## src/rtl/spi_slave.sv

```systemverilog
// SPI mode-0 slave: synchronises the SPI pins into i_Clk, shifts bytes in on SCLK rise,
// shifts the TX byte out on SCLK fall, and reports frame and byte status.
module spi_slave #(
  parameter int SYNC_STAGES = 2
) (
  input  logic       i_Clk,
  input  logic       i_Rst_L,
  input  logic       i_SPI_Clk,
  input  logic       i_SPI_MOSI,
  input  logic       i_SPI_CS_n,
  output logic       o_SPI_MISO,
  output logic       o_SPI_MISO_En,
  output logic       o_RX_DV,
  output logic [7:0] o_RX_Byte,
  input  logic       i_TX_DV,
  input  logic [7:0] i_TX_Byte,
  output logic       o_TX_Ready,
  output logic       o_Frame_Err,
  output logic [7:0] o_Byte_Cnt
);

  // state     | meaning
  // ST_IDLE   | synchronised CS_n high, SPI edges ignored, MISO quiet
  // ST_ACTIVE | synchronised CS_n low, shifting RX and TX
  typedef enum logic {ST_IDLE = 1'b0, ST_ACTIVE = 1'b1} state_t;

  state_t r_state, w_state_nxt;

  logic [SYNC_STAGES-1:0] r_sclk_sync, r_cs_sync, r_mosi_sync;
  logic       r_sclk_d, r_cs_d;
  logic       w_sclk_s, w_cs_s, w_mosi_s;
  logic       r_sclk_rise_p, r_sclk_fall_p, r_cs_fall_p, r_cs_rise_p, r_mosi_d;
  logic       w_start, w_stop, w_shift_rx, w_shift_tx, w_reload;
  logic [2:0] r_bit_cnt;
  logic [7:0] r_rx_shift, r_tx_shift, r_tx_buf;
  logic       r_tx_full, r_byte_done, r_frame_err, r_rx_dv;
  logic [7:0] r_rx_byte, r_byte_cnt;
  logic       w_miso, w_miso_en;

  assign w_sclk_s = r_sclk_sync[SYNC_STAGES-1];
  assign w_cs_s   = r_cs_sync[SYNC_STAGES-1];
  assign w_mosi_s = r_mosi_sync[SYNC_STAGES-1];

  always_ff @(posedge i_Clk or negedge i_Rst_L) begin
    if (!i_Rst_L) begin
      r_sclk_sync <= '0;
      r_cs_sync   <= '1;
      r_mosi_sync <= '0;
      r_sclk_d    <= 1'b0;
      r_cs_d      <= 1'b1;
    end else begin
      r_sclk_sync <= {r_sclk_sync[SYNC_STAGES-2:0], i_SPI_Clk};
      r_cs_sync   <= {r_cs_sync[SYNC_STAGES-2:0], i_SPI_CS_n};
      r_mosi_sync <= {r_mosi_sync[SYNC_STAGES-2:0], i_SPI_MOSI};
      r_sclk_d    <= w_sclk_s;
      r_cs_d      <= w_cs_s;
    end
  end

  // Edge pulses are registered together with MOSI so every event lands in the same cycle.
  always_ff @(posedge i_Clk or negedge i_Rst_L) begin
    if (!i_Rst_L) begin
      r_sclk_rise_p <= 1'b0;
      r_sclk_fall_p <= 1'b0;
      r_cs_fall_p   <= 1'b0;
      r_cs_rise_p   <= 1'b0;
      r_mosi_d      <= 1'b0;
    end else begin
      r_sclk_rise_p <= w_sclk_s & ~r_sclk_d;
      r_sclk_fall_p <= ~w_sclk_s & r_sclk_d;
      r_cs_fall_p   <= ~w_cs_s & r_cs_d;
      r_cs_rise_p   <= w_cs_s & ~r_cs_d;
      r_mosi_d      <= w_mosi_s;
    end
  end

  always_ff @(posedge i_Clk or negedge i_Rst_L) begin
    if (!i_Rst_L) r_state <= ST_IDLE;
    else          r_state <= w_state_nxt;
  end

  always_comb begin
    w_state_nxt = r_state;
    case (r_state)
      ST_IDLE:   if (r_cs_fall_p) w_state_nxt = ST_ACTIVE;
      ST_ACTIVE: if (r_cs_rise_p) w_state_nxt = ST_IDLE;
      default:   w_state_nxt = ST_IDLE;
    endcase
  end

  always_comb begin
    w_miso_en = 1'b0;
    w_miso    = 1'b0;
    if (r_state == ST_ACTIVE) begin
      w_miso_en = 1'b1;
      w_miso    = r_tx_shift[7];
    end
  end

  // A CS rise in the same cycle as an SCLK edge suppresses the edge.
  assign w_start    = (r_state == ST_IDLE) & r_cs_fall_p;
  assign w_stop     = (r_state == ST_ACTIVE) & r_cs_rise_p;
  assign w_shift_rx = (r_state == ST_ACTIVE) & ~r_cs_rise_p & r_sclk_rise_p;
  assign w_shift_tx = (r_state == ST_ACTIVE) & ~r_cs_rise_p & r_sclk_fall_p;
  assign w_reload   = w_start | (w_shift_tx & (r_bit_cnt == 3'd0));

  always_ff @(posedge i_Clk or negedge i_Rst_L) begin
    if (!i_Rst_L) begin
      r_bit_cnt   <= 3'd0;
      r_rx_shift  <= 8'h00;
      r_byte_done <= 1'b0;
      r_frame_err <= 1'b0;
    end else begin
      r_byte_done <= 1'b0;
      r_frame_err <= 1'b0;
      if (w_start) begin
        r_bit_cnt <= 3'd0;
      end else if (w_stop) begin
        r_bit_cnt   <= 3'd0;
        r_frame_err <= (r_bit_cnt != 3'd0);
      end else if (w_shift_rx) begin
        r_rx_shift  <= {r_rx_shift[6:0], r_mosi_d};
        r_bit_cnt   <= r_bit_cnt + 3'd1;
        r_byte_done <= (r_bit_cnt == 3'd7);
      end
    end
  end

  always_ff @(posedge i_Clk or negedge i_Rst_L) begin
    if (!i_Rst_L) begin
      r_rx_dv    <= 1'b0;
      r_rx_byte  <= 8'h00;
      r_byte_cnt <= 8'h00;
    end else begin
      r_rx_dv <= r_byte_done;
      if (r_byte_done) r_rx_byte <= r_rx_shift;
      if (w_start)          r_byte_cnt <= 8'h00;
      else if (r_byte_done) r_byte_cnt <= r_byte_cnt + 8'd1;
    end
  end

  // A new strobe always lands in the buffer, even when the old content is leaving on a reload.
  always_ff @(posedge i_Clk or negedge i_Rst_L) begin
    if (!i_Rst_L) begin
      r_tx_shift <= 8'h00;
      r_tx_buf   <= 8'h00;
      r_tx_full  <= 1'b0;
    end else begin
      if (w_reload)        r_tx_shift <= r_tx_full ? r_tx_buf : 8'h00;
      else if (w_shift_tx) r_tx_shift <= {r_tx_shift[6:0], 1'b0};
      if (i_TX_DV) begin
        r_tx_buf  <= i_TX_Byte;
        r_tx_full <= 1'b1;
      end else if (w_reload) begin
        r_tx_full <= 1'b0;
      end
    end
  end

  assign o_SPI_MISO    = w_miso;
  assign o_SPI_MISO_En = w_miso_en;
  assign o_RX_DV       = r_rx_dv;
  assign o_RX_Byte     = r_rx_byte;
  assign o_TX_Ready    = ~r_tx_full;
  assign o_Frame_Err   = r_frame_err;
  assign o_Byte_Cnt    = r_byte_cnt;

endmodule
```

## config.mk

```make
export PLATFORM = sky130hd
export DESIGN_NAME = spi_slave
export DESIGN_NICKNAME = d
export VERILOG_FILES = /design/src/rtl/spi_slave.sv
export SDC_FILE = /design/constraint.sdc
export NUM_CORES = 1
export LEC_CHECK = 0
export ABC_AREA = 1
export CAP_MARGIN = 20
export CORE_MARGIN = 1
export CORE_UTILIZATION = 45
export CTS_CLUSTER_DIAMETER = 80
export CTS_CLUSTER_SIZE = 24
export DETAILED_ROUTE_END_ITERATION = 12
export DONT_BUFFER_PORTS = 1
export HOLD_SLACK_MARGIN = 0.08
export PLACE_DENSITY = 0.68
export SYNTH_ARGS = -nofsm -noshare
export SYNTH_HDL_FRONTEND = slang
export SYNTH_SLANG_ARGS = --single-unit
```

## constraint.sdc

```tcl
create_clock -name i_Clk -period 1.8 [get_ports i_Clk]
set_input_delay 0.27 -clock i_Clk [delete_from_list [all_inputs] [get_ports i_Clk]]
set_output_delay 0.27 -clock i_Clk [all_outputs]
set_load 0.005 [all_outputs]
```

==> summary.md, run 1 <==
| Metric | Value |
|---|---|
| Max Slew Vio Count | `0` |
| Post-Route WL | `3852 µm` |
| Slowest cell on the critical path | `dlygate4sd3_1` |
| Slew @ Worst Pin | `0.2942 ns` |
| Max VDD drop | `0.0006922 V` |
| Fmax | `724.5 MHz` |
| CP Max Fanout | `8` |
| Number of antenna diodes | `0` |
| Hold Crit Class | `input pin to register` |
| Hold Fails Final Rpt | `0` |
| Top-Level Pins | `35` |
| Gpl congestion | `0.7594` |
| Setup TNS | `0 ns` |
| Layout cells sized above 1 | `12.28%` |
| All-Layer GR Usage | `16.05%` |
| Seq cells post-synth | `61` |
| Mapped cell area | `0.002445 mm²` |
| CTS tree | `yes` |
| Area grow syn2layout | `15.97%` |
| DRC | `0` |
| Die ar. | `0.005732 mm²` |
| Antenna viol nets, final | `0` |
| H-Tree Depth | `3` |
| Number of buffers and inverters on the critical path | `2` |
| Drt pass-1 iters | `4` |
| Resized cells post-CTS | `0` |
| Startpoint types | `input pin` |
| Distinct cells, synth | `22` |
| Post-DR wirelength/cell | `10.85 µm` |
| I/O Buffers | `0` |
| Worst-path cell chain | `dlygate4sd3_1, nand2_1, dlygate4sd3_1, nand2_1` |
| Initial drt markers | `68` |
| DR vias/cell | `4.662` |
| Top cell family by delay on the critical path | `buffers and inverters` |
| Power Total | `3.152 mW` |
| Critical Path AT | `1.65 ns` |
| Seq/Total Area, Yosys | `62.59%` |
| Crit path largest cell delay | `0.69 ns` |
| RSZ-0062 raised after global routing | `no` |
| Total gr overflow | `0` |
| Final HPWL DP | `2553 µm` |
| Period utilisation layout | `76.68%` |
| Data required, critical path | `2.07 ns` |
| Status | `complete, no violations` |
| CTS Buffer Depth | `2` |
| CTS sink cnt | `61` |
| Yosys top cell area share | `59.37%` |
| Minimum clock period | `1.380 ns` |
| Layout Nets | `298` |
| Die Width | `75.71 µm` |
| Yosys warnings | `0` |
| Final clock skew | `0.003293 ns` |
| Max-Slew Margin vs Limit | `80.33%` |
| Leak pwr | `1.449 nW` |
| Vias in the first global route | `1522` |
| Postcts setup bufs | `0` |
| Max-cap viol count | `0` |
| Endpoints failing setup | `0` |
| PD cells | `1112 mW/mm²` |
| Die H | `75.71 µm` |
| Clk_lat worst skew | `0.33 ns` |
| Ranking of synthesized cells by area | `dfrtp_1 59%, nand2_1 12%, inv_1 4.9%` |
| CTS Buf Count | `9` |
| Std-Cell Rows | `26` |
| Worst-path clk slew | `0.07 ns` |
| Yosys top cell by area | `dfrtp_1` |
| Synthesized area per cell | `9.403 µm²` |
| Setup CP Type | `input pin to register` |
| Total number of vias | `1655` |
| Pin count of the biggest net entering global routing | `62` |
| First-pass GRT wire length | `6520 µm` |
| Core area | `0.005172 mm²` |
| Synthesized instance count | `260` |
| Initial antenna violation count | `0` |
| Initial Utilization | `47.27%` |
| Critical Path End Type | `register` |
| Root Buffer | `clkbuf_8` |
| Syn_nets | `278` |
kinds of logic (layout without fill, tap and decap cells):
family,count (synthesis),after routing,synth area share (%)
and+or+nand+nor,125,125,21.65
DFF,61,61,62.59
buffers and inverters,42,67,7.216
AOI/OAI and AO/OA,25,25,5.118
adders and majority gates,4,4,2.047
muxes,3,3,1.382
state kept, by name, summed over array words and instances, names as in the netlist, 2 cells and up:
| name | cells |
|---|---|
| o_Byte_Cnt | 8 |
| o_RX_Byte | 8 |
| r_bit_cnt | 3 |
| r_cs_sync | 2 |
| r_mosi_sync | 2 |
| r_rx_shift | 8 |
| r_sclk_sync | 2 |
| r_tx_buf | 8 |
| r_tx_shift | 8 |
routing by layer:
layer / wire, µm / GRT usage [%] / vias up
met5: 0 / 0 / -
met4: 100 / 10.49 / 0
met3: 172 / 5.159 / 10
met2: 1706 / 24.40 / 36
met1: 1873 / 19.74 / 762
li1: - / - / 847
worst paths after layout:
| kind | startpoint | endpoint | slack [ns] | cells past startpoint |
|---|---|---|---|---|
| max | i_TX_DV | r_tx_buf[2] | 0.42 | 4 |
| min | i_TX_DV | r_tx_full | 0.17 | 2 |
| max reg2reg | r_state | r_tx_shift[5] | 0.43 | 6 |
| min reg2reg | r_mosi_sync[0] | r_mosi_sync[1] | 0.35 | 0 |
| max in group asynchronous | i_Rst_L | r_cs_sync[1] | 1.07 | 2 |
| min in group asynchronous | i_Rst_L | r_sclk_sync[0] | 0.46 | 2 |
synth_stat cells (all sizes together):
master  number
or2          7
nand3       20
clkinv       1
nor2        17
buf          6
ha           4
nand4        1
inv         34
a21oi       11
mux2         3
dfstp        3
dfrtp       58
nor3         2
nand2       78
o21ai       14
clkbuf       1
per-stage QoR:
stage               hold slack [ns]  cells  instance area [µm²]  worst slack, ns  utilization [%]
floorplan                  -0.02559    260                 2445           0.6351                -
CTS                          0.1534    355                 2835           0.4215            54.81
finish                       0.1664    355                 2835           0.4198            54.81
global route                 0.1857    355                 2835           0.3182            54.81
global placement           -0.02415    325                 2502           0.4837            48.38
detailed placement         -0.02406    325                 2502           0.4242            48.38
cell type report:
class | instances | area, µm²
clock buffers | 9 | 123.9
clock inverters | 7 | 51.30
fillers | 459 | 2337
inverters | 35 | 131.4
multi-input cells | 157 | 738.2
flip-flops and latches | 61 | 1530
well taps | 70 | 87.58
repair buffers | 16 | 172.7
power breakdown:
part | internal (mW) | total, mW | switching (mW)
sequential | 1.55 | 1.66 | 0.106
clock | 0.502 | 1.04 | 0.541
combinational | 0.183 | 0.449 | 0.266
layout by cell type (no fill, tap or decap), types with 3 or more instances in the layout:
| cell | instances |
|---|---|
| nand3_1 | 20 |
| a21oi_1 | 11 |
| mux2_2 | 3 |
| inv_1 | 32 |
| or2_2 | 5 |
| dlygate4sd3_1 | 13 |
| clkbuf_8 | 9 |
| dfstp_2 | 3 |
| nand2_1 | 75 |
| ha_1 | 4 |
| nor2_1 | 17 |
| dfrtp_1 | 58 |
| o21ai_0 | 14 |
repair_timing:
| action | in CTS | in global routing |
|---|---|---|
| hold endpoints to repair | 72 | 0 |
| hold buffers | 14 | 0 |
| setup endpoints to repair | 0 | 0 |
Note: power is estimated with default switching activity, not from simulation.
==> run 2: changes to the inputs <==
- PLACE_DENSITY: 0.68 -> 0.7
- clock period: 1.8 -> 1.2 ns (I/O delays scaled with it)
==> run 2 against run 1 <==
  * The flow now finishes with violations (hold timing, setup timing)
  * Die area unchanged
  * Wire length up 19%
  * Combinational power up 130%
  * Largest power group unchanged
  * Critical endpoint is now r_tx_shift[5]
  * Register-to-register slack worse by 0.48 ns
==> summary.md, run 2 (synthesized netlist as in run 1, its figures left out) <==
| Metric | Value |
|---|---|
| Gpl congestion | `0.7816 (+2.9%)` |
| Critical Path AT | `1.47 ns (-0.18 ns)` |
| Max Slew Vio Count | `0 (unchanged)` |
| Layout cells sized above 1 | `28.30% (+16 points)` |
| Period utilisation layout | `103.8%` |
| Setup CP Type | `register to register` |
| Clk_lat worst skew | `0.33 ns (about the same)` |
| Max-Slew Margin vs Limit | `76.30% (-4.0 points)` |
| Slowest cell on the critical path | `dfrtp_1` |
| Startpoint types | `register` |
| CTS sink cnt | `61 (unchanged)` |
| All-Layer GR Usage | `17.61% (+1.6 points)` |
| Power Total | `5.310 mW (+68%)` |
| Drt pass-1 iters | `4 (unchanged)` |
| Status | `finished with violations` |
| RSZ-0062 raised after global routing | `yes` |
| Antenna viol nets, final | `0 (unchanged)` |
| Post-CTS Hold Fix Bufs | `12 (-2)` |
| Die ar. | `0.005732 mm² (unchanged)` |
| CP Max Fanout | `5 (-3)` |
| First-pass GRT wire length | `7182 µm (+10%)` |
| Final HPWL DP | `2750 µm (+7.7%)` |
| Slew @ Worst Pin | `0.3555 ns (+0.06135 ns)` |
| Std-Cell Rows | `26 (unchanged)` |
| Data required, critical path | `1.43 ns (-0.64 ns)` |
| Die H | `75.71 µm (unchanged)` |
| Vias in the first global route | `1684 (+11%)` |
| Worst-path cell chain | `inv_2, ha_4, nand2_4, nand2_4, buf_4, nand3_1, nand3_1, nand2_1, inv_1` |
| DR vias/cell | `4.727 (+1.4%)` |
| Leak pwr | `1.604 nW (+11%)` |
| CTS Buf Count | `9 (unchanged)` |
| Min Hold Slack | `-0.4540 ns (-0.6204 ns)` |
| Initial Utilization | `47.27% (unchanged)` |
| Die Width | `75.71 µm (unchanged)` |
| Post-Route WL | `4579 µm (+19%)` |
| DRC | `0 (unchanged)` |
| Post-DR wirelength/cell | `12.02 µm (+11%)` |
| Hold Crit Class | `input pin to asynchronous set/reset pin` |
| Setup TNS | `-0.1187 ns (-0.1187 ns)` |
| Initial antenna violation count | `0 (unchanged)` |
| Worst reg-to-reg path cell count | `9 (+3)` |
| Max-cap viol count | `0 (unchanged)` |
| Crit path largest cell delay | `0.37 ns (-0.32 ns)` |
| Pin count of the biggest net entering global routing | `62 (unchanged)` |
| Number of antenna diodes | `0 (unchanged)` |
| I/O Buffers | `0 (unchanged)` |
| Fmax | `802.5 MHz` |
| RR Endpoint | `r_tx_shift[5]` |
| Top-Level Pins | `35 (unchanged)` |
| Hold Fails Final Rpt | `61 (+61)` |
| Core area | `0.005172 mm² (unchanged)` |
| Worst R2R Setup Slack | `-0.05 ns (-0.48 ns)` |
| H-Tree Depth | `3 (unchanged)` |
| Finished Layout Cells | `381 (+7.3%)` |
| Minimum clock period | `1.246 ns` |
| Root Buffer | `clkbuf_8` |
| Worst-path clk slew | `0.07 ns (about the same)` |
| CTS tree | `yes` |
| PD cells | `1664 mW/mm² (+50%)` |
| Failing checks | `hold timing, setup timing` |
| Fin worst setup slack | `-0.04610 ns (-0.4659 ns)` |
| R2R Path Start | `r_bit_cnt[1]` |
| Final core occ | `61.71% (+6.9 points)` |
| Initial drt markers | `69 (+1.5%)` |
| Placed Cells | `341 (+4.9%)` |
| Commonest non-fill, non-tap cell in the layout | `nand2_1` |
| CTS Buffer Depth | `2 (unchanged)` |
| Layout Nets | `324 (+8.7%)` |
| Endpoints failing setup | `6 (+6)` |
| Total gr overflow | `0 (unchanged)` |
| Critical Path End Type | `register` |
| Final clock skew | `0.006760 ns (+0.003467 ns)` |
| Max VDD drop | `0.0009970 V (+44%)` |
| Area grow syn2layout | `30.55%` |
| Total number of vias | `1801 (+8.8%)` |
| Most frequent cells in the layout | `67 x nand2_1, 56 x dfrtp_1, 26 x inv_1` |
-- run 2: how the worst max path moves through the flow --
stage	start	end	slack, ns	cells after the start
2_1_floorplan	r_bit_cnt[0]	r_tx_shift[1]	0.04	9
3_3_place_gp	r_bit_cnt[0]	r_tx_shift[7]	-0.03	9
3_5_place_dp	r_bit_cnt[1]	r_tx_shift[3]	-0.09	9
4_1_cts	r_state	o_SPI_MISO_En	-0.02	2
5_1_grt	r_state	r_tx_shift[1]	-0.09	6
6_report	r_bit_cnt[1]	r_tx_shift[5]	-0.05	9
-- run 2: layout make-up --
class	count	area (µm²)
clock buffers	12	145.1
clock inverters	4	47.55
fillers	411	1981
inverters	35	133.9
multi-input cells	159	875.8
flip-flops and latches	61	1533
well taps	70	87.58
repair buffers	40	369.1
-- run 2: critical path, delay by kind of cell (launching register included) --
kind	cells	cell delay, ns
and+or+nand+nor	5	0.39
buffers and inverters	3	0.23
DFF	1	0.37
adders and majority gates	1	0.17
-- run 2: through the flow --
stage	setup slack, ns	area (µm²)
final	-0.04610	3192
after global routing	-0.09213	3192
after CTS	-0.01682	3008
after detailed placement	-0.08907	2623
after global placement	-0.02749	2623
after floorplan	0.03514	2445
-- run 2: repair_timing --
item | 4_1_cts | 5_1_grt
gates resized for setup | 14 | 36
setup endpoints to repair | 9 | 29
buffers inserted | 2 | 8
pin swaps | 4 | 14
gates cloned | 2 | 0
endpoints found under the hold margin | 73 | 61
-- run 2: per-layer routing --
metal | part of all wire (%) | global-route usage [%]
met1 | 43 | 20.23
met4 | 3.6 | 12.35
met3 | 3.3 | 4.762
met5 | 0 | 0
met2 | 50 | 28.67
-- run 2: power breakdown --
group          internal [mW]  total (mW)  leakage (nW)  switching, mW
combinational          0.520        1.04         0.732          0.519
sequential              2.33        2.52         0.775          0.182
clock                   1.01        1.76        0.0964          0.746
==> run 3: changes to the inputs <==
--- a/config.mk
+++ b/config.mk
@@ -7,3 +7,3 @@
 export LEC_CHECK = 0
-export ABC_AREA = 1
+export ABC_AREA = 0
 export CAP_MARGIN = 20
==> constraint.sdc (replaced) <==
create_clock -name i_Clk -period 1.2 [get_ports i_Clk]
set_input_delay 0.12 -clock i_Clk [delete_from_list [all_inputs] [get_ports i_Clk]]
set_output_delay 0.12 -clock i_Clk [all_outputs]
set_load 0.005 [all_outputs]
==> run 3 against run 2 <==
  * The run still ends with hold timing, setup timing left
  * Final area decreased by 2.2%
  * Synthesized cell count down 27%
  * Global-route usage down 0.60 points
  * Critical endpoint is now r_tx_shift[4]
  * Largest cell class unchanged
  * Non-clock buffer count rose by 2
  * Clock power hardly changed
==> summary.md, run 3 <==
| Metric | Value |
|---|---|
| Top-Level Pins | `35 (unchanged)` |
| Die Width | `75.79 µm (about the same)` |
| Data required, critical path | `1.41 ns (-0.02 ns)` |
| Gpl congestion | `0.7721 (-1.2%)` |
| Ranking of synthesized cells by area | `dfrtp_1 59%, mux2_2 11%, dfstp_2 3.2%` |
| Min Hold Slack | `-0.5329 ns (-0.07893 ns)` |
| Post-Route WL | `4312 µm (-5.8%)` |
| Yosys top cell by area | `dfrtp_1` |
| Layout Nets | `249 (-23%)` |
| Leak pwr | `1.400 nW (-13%)` |
| Layout cells sized above 1 | `37.29% (+9.0 points)` |
| H-Tree Depth | `3 (unchanged)` |
| Yosys warnings | `0 (unchanged)` |
| Final Instance Area | `0.003122 mm² (-2.2%)` |
| Slew @ Worst Pin | `0.4088 ns (+0.05322 ns)` |
| CP Max Fanout | `7 (+2)` |
| Mapped cell area | `0.002450 mm² (+0.20%)` |
| Failing checks | `hold timing, setup timing` |
| Area grow syn2layout | `27.43%` |
| Fin worst setup slack | `-0.07785 ns (-0.03174 ns)` |
| Drt pass-1 iters | `7 (+3)` |
| Yosys top cell area share | `59.24% (-0.12 points)` |
| Most frequent cells in the layout | `57 x dfrtp_1, 24 x mux2_2, 21 x buf_4` |
| Clk_lat worst skew | `0.34 ns (about the same)` |
| Syn_nets | `208 (-25%)` |
| Worst-path cell chain | `inv_1, ha_2, nor2b_4, buf_12, o211ai_1, a31oi_1` |
| Synthesized area per cell | `12.89 µm² (+37%)` |
| Synth cell count leaders | `58 x dfrtp_1, 24 x mux2_2, 9 x nand3_1` |
| Pin count of the biggest net entering global routing | `62 (unchanged)` |
| Number of antenna diodes | `0 (unchanged)` |
| RSZ-0062 raised after global routing | `yes` |
| Max-cap viol count | `0 (unchanged)` |
| Initial Utilization | `47.36% (+0.097 points)` |
| Final HPWL DP | `2747 µm (-0.10%)` |
| Status | `finished with violations` |
| Hold Crit Class | `input pin to asynchronous set/reset pin` |
| RR Endpoint | `r_tx_shift[4]` |
| Critical Path End Type | `register` |
| CTS Buf Count | `9 (unchanged)` |
| Period utilisation layout | `106.5% (+2.6 points)` |
| All-Layer GR Usage | `17.01% (-0.60 points)` |
| Finished Layout Cells | `306 (-20%)` |
| Worst reg-to-reg path cell count | `6 (-3)` |
| Post-CTS Hold Fix Bufs | `12 (unchanged)` |
| CTS tree | `yes` |
| Initial drt markers | `48 (-30%)` |
| Post-DP Area | `0.002664 mm² (+1.6%)` |
| Final clock skew | `0.007080 ns (+0.0003202 ns)` |
| Worst-path clk slew | `0.07 ns (about the same)` |
| Synthesized instance count | `190 (-27%)` |
| Endpoints failing setup | `13 (+7)` |
| Max VDD drop | `0.0009187 V (-7.9%)` |
| Core area | `0.005172 mm² (unchanged)` |
| Most frequent cell after synthesis | `dfrtp_1` |
| Ys async rst share | `100.0% (unchanged)` |
| EDFF count, synth | `0 (unchanged)` |
| Distinct cells, synth | `35 (+59%)` |
| CTS sink cnt | `61 (unchanged)` |
| Vias in the first global route | `1590 (-5.6%)` |
| Worst R2R Setup Slack | `-0.08 ns (-0.03 ns)` |
| Crit path largest cell delay | `0.38 ns (about the same)` |
| DR vias/cell | `5.186 (+9.7%)` |
| DRC | `0 (unchanged)` |
| Die ar. | `0.005743 mm² (+0.20%)` |
| I/O Buffers | `0 (unchanged)` |
| Setup CP Type | `register to register` |
| Post-DR wirelength/cell | `14.09 µm (+17%)` |
| Max Slew Vio Count | `0 (unchanged)` |
| Commonest non-fill, non-tap cell in the layout | `dfrtp_1` |
| Fmax | `782.6 MHz (-2.5%)` |
| Root Buffer | `clkbuf_8` |
| R2R Path Start | `r_bit_cnt[0]` |
| Critical Path AT | `1.49 ns (+0.02 ns)` |
| Power Total | `5.247 mW (-1.2%)` |
| Total number of vias | `1587 (-12%)` |
| Max-Slew Margin vs Limit | `72.66% (-3.6 points)` |
| Slowest cell on the critical path | `dfrtp_1` |
| Std-Cell Rows | `26 (unchanged)` |
| Antenna viol nets, final | `0 (unchanged)` |
| Seq cells post-synth | `61 (unchanged)` |
| Startpoint types | `register` |
| PD cells | `1681 mW/mm² (+1.0%)` |
| Initial antenna violation count | `0 (unchanged)` |
| Seq/Total Area, Yosys | `62.46% (-0.13 points)` |
| Placed Cells | `273 (-20%)` |
| CTS Buffer Depth | `2 (unchanged)` |
| Die H | `75.79 µm (about the same)` |
| First-pass GRT wire length | `7003 µm (-2.5%)` |
| Top FF cell, synth | `dfrtp_1` |
| Minimum clock period | `1.278 ns (+0.03174 ns)` |
| Hold Fails Final Rpt | `61 (unchanged)` |
| Total gr overflow | `0 (unchanged)` |
[run 3: cell types whose count changed after synthesis, sizes merged, moves of 5 or more]
cell and delta:
nor2 -10, mux2 +21, nor3 +5, nand3 -11, a31oi +7, inv -29
nor2b +5, o211ai +7, nand2 -72, o21ai -8, a21oi -6, or2 -6
[run 3: stage by stage]
| step | setup WS [ns] | util [%] | setup TNS [ns] |
|---|---|---|---|
| after floorplan | -0.1431 | - | -1.114 |
| after global placement | -0.1282 | 51.50 | -1.152 |
| after detailed placement | -0.1727 | 51.50 | -1.443 |
| after CTS | -0.08475 | 58.76 | -0.6190 |
| after global routing | -0.1419 | 60.35 | -1.561 |
| final | -0.07785 | 60.35 | -0.5639 |
[run 3: how the worst max path moves through the flow]
stage | from | to | cells past startpoint
6_report | r_bit_cnt[0] | r_tx_shift[4] | 6
4_1_cts | r_bit_cnt[0] | r_tx_shift[4] | 6
3_3_place_gp | r_bit_cnt[0] | r_tx_shift[2] | 6
3_5_place_dp | r_bit_cnt[0] | r_tx_shift[7] | 6
2_1_floorplan | r_state | r_tx_shift[0] | 6
5_1_grt | r_bit_cnt[1] | r_bit_cnt[2] | 5
[run 3: layout make-up]
cell class / count / area [µm²]
Tap cell: 70 / 87.58
Multi-Input combinational cell: 112 / 897.1
Clock buffer: 9 / 123.9
Clock inverter: 7 / 75.07
Sequential cell: 61 / 1531
Inverter: 5 / 18.77
Timing Repair Buffer: 42 / 387.9
Fill cell: 395 / 2051
[run 3: routing by layer]
layer | track usage (%) | vias up | part of all wire [%] | routed length [µm]
met2 | 27.53 | 35 | 49 | 2098
met1 | 19.71 | 788 | 44 | 1912
met5 | 0 | - | 0 | 0
met3 | 7.275 | 9 | 5.3 | 228
li1 | - | 755 | - | -
met4 | 7.407 | 0 | 1.7 | 72
[run 3: logic make-up after synthesis]
family | count (synthesis) | synth area share [%]
adders and majority gates | 4 | 2.043
muxes | 27 | 12.26
buffers and inverters | 17 | 3.779
AOI/OAI and AO/OA | 28 | 7.303
xor gates and xnor gates | 4 | 1.430
DFF | 61 | 62.46
and+or+nand+nor | 49 | 10.73
[run 3: repair_timing]
action	in CTS	in global routing
hold endpoints to repair	73	61
setup endpoints to repair	13	26
resized for setup	10	17
pin swaps	16	16
setup buffers	3	2
[run 3: power breakdown]
group	total, mW	internal (mW)	switching, mW	leakage (nW)
combinational	0.877	0.519	0.358	0.543
sequential	2.58	2.38	0.202	0.765
clock	1.79	0.963	0.829	0.0918
[run 3: critical path: cells and delay by family, from the launching register on]
family | cells | cell delay [ns]
flops | 1 | 0.38
simple gates | 1 | 0.13
fa+ha+maj | 1 | 0.17
buf+inv | 2 | 0.19
compound gates | 2 | 0.29
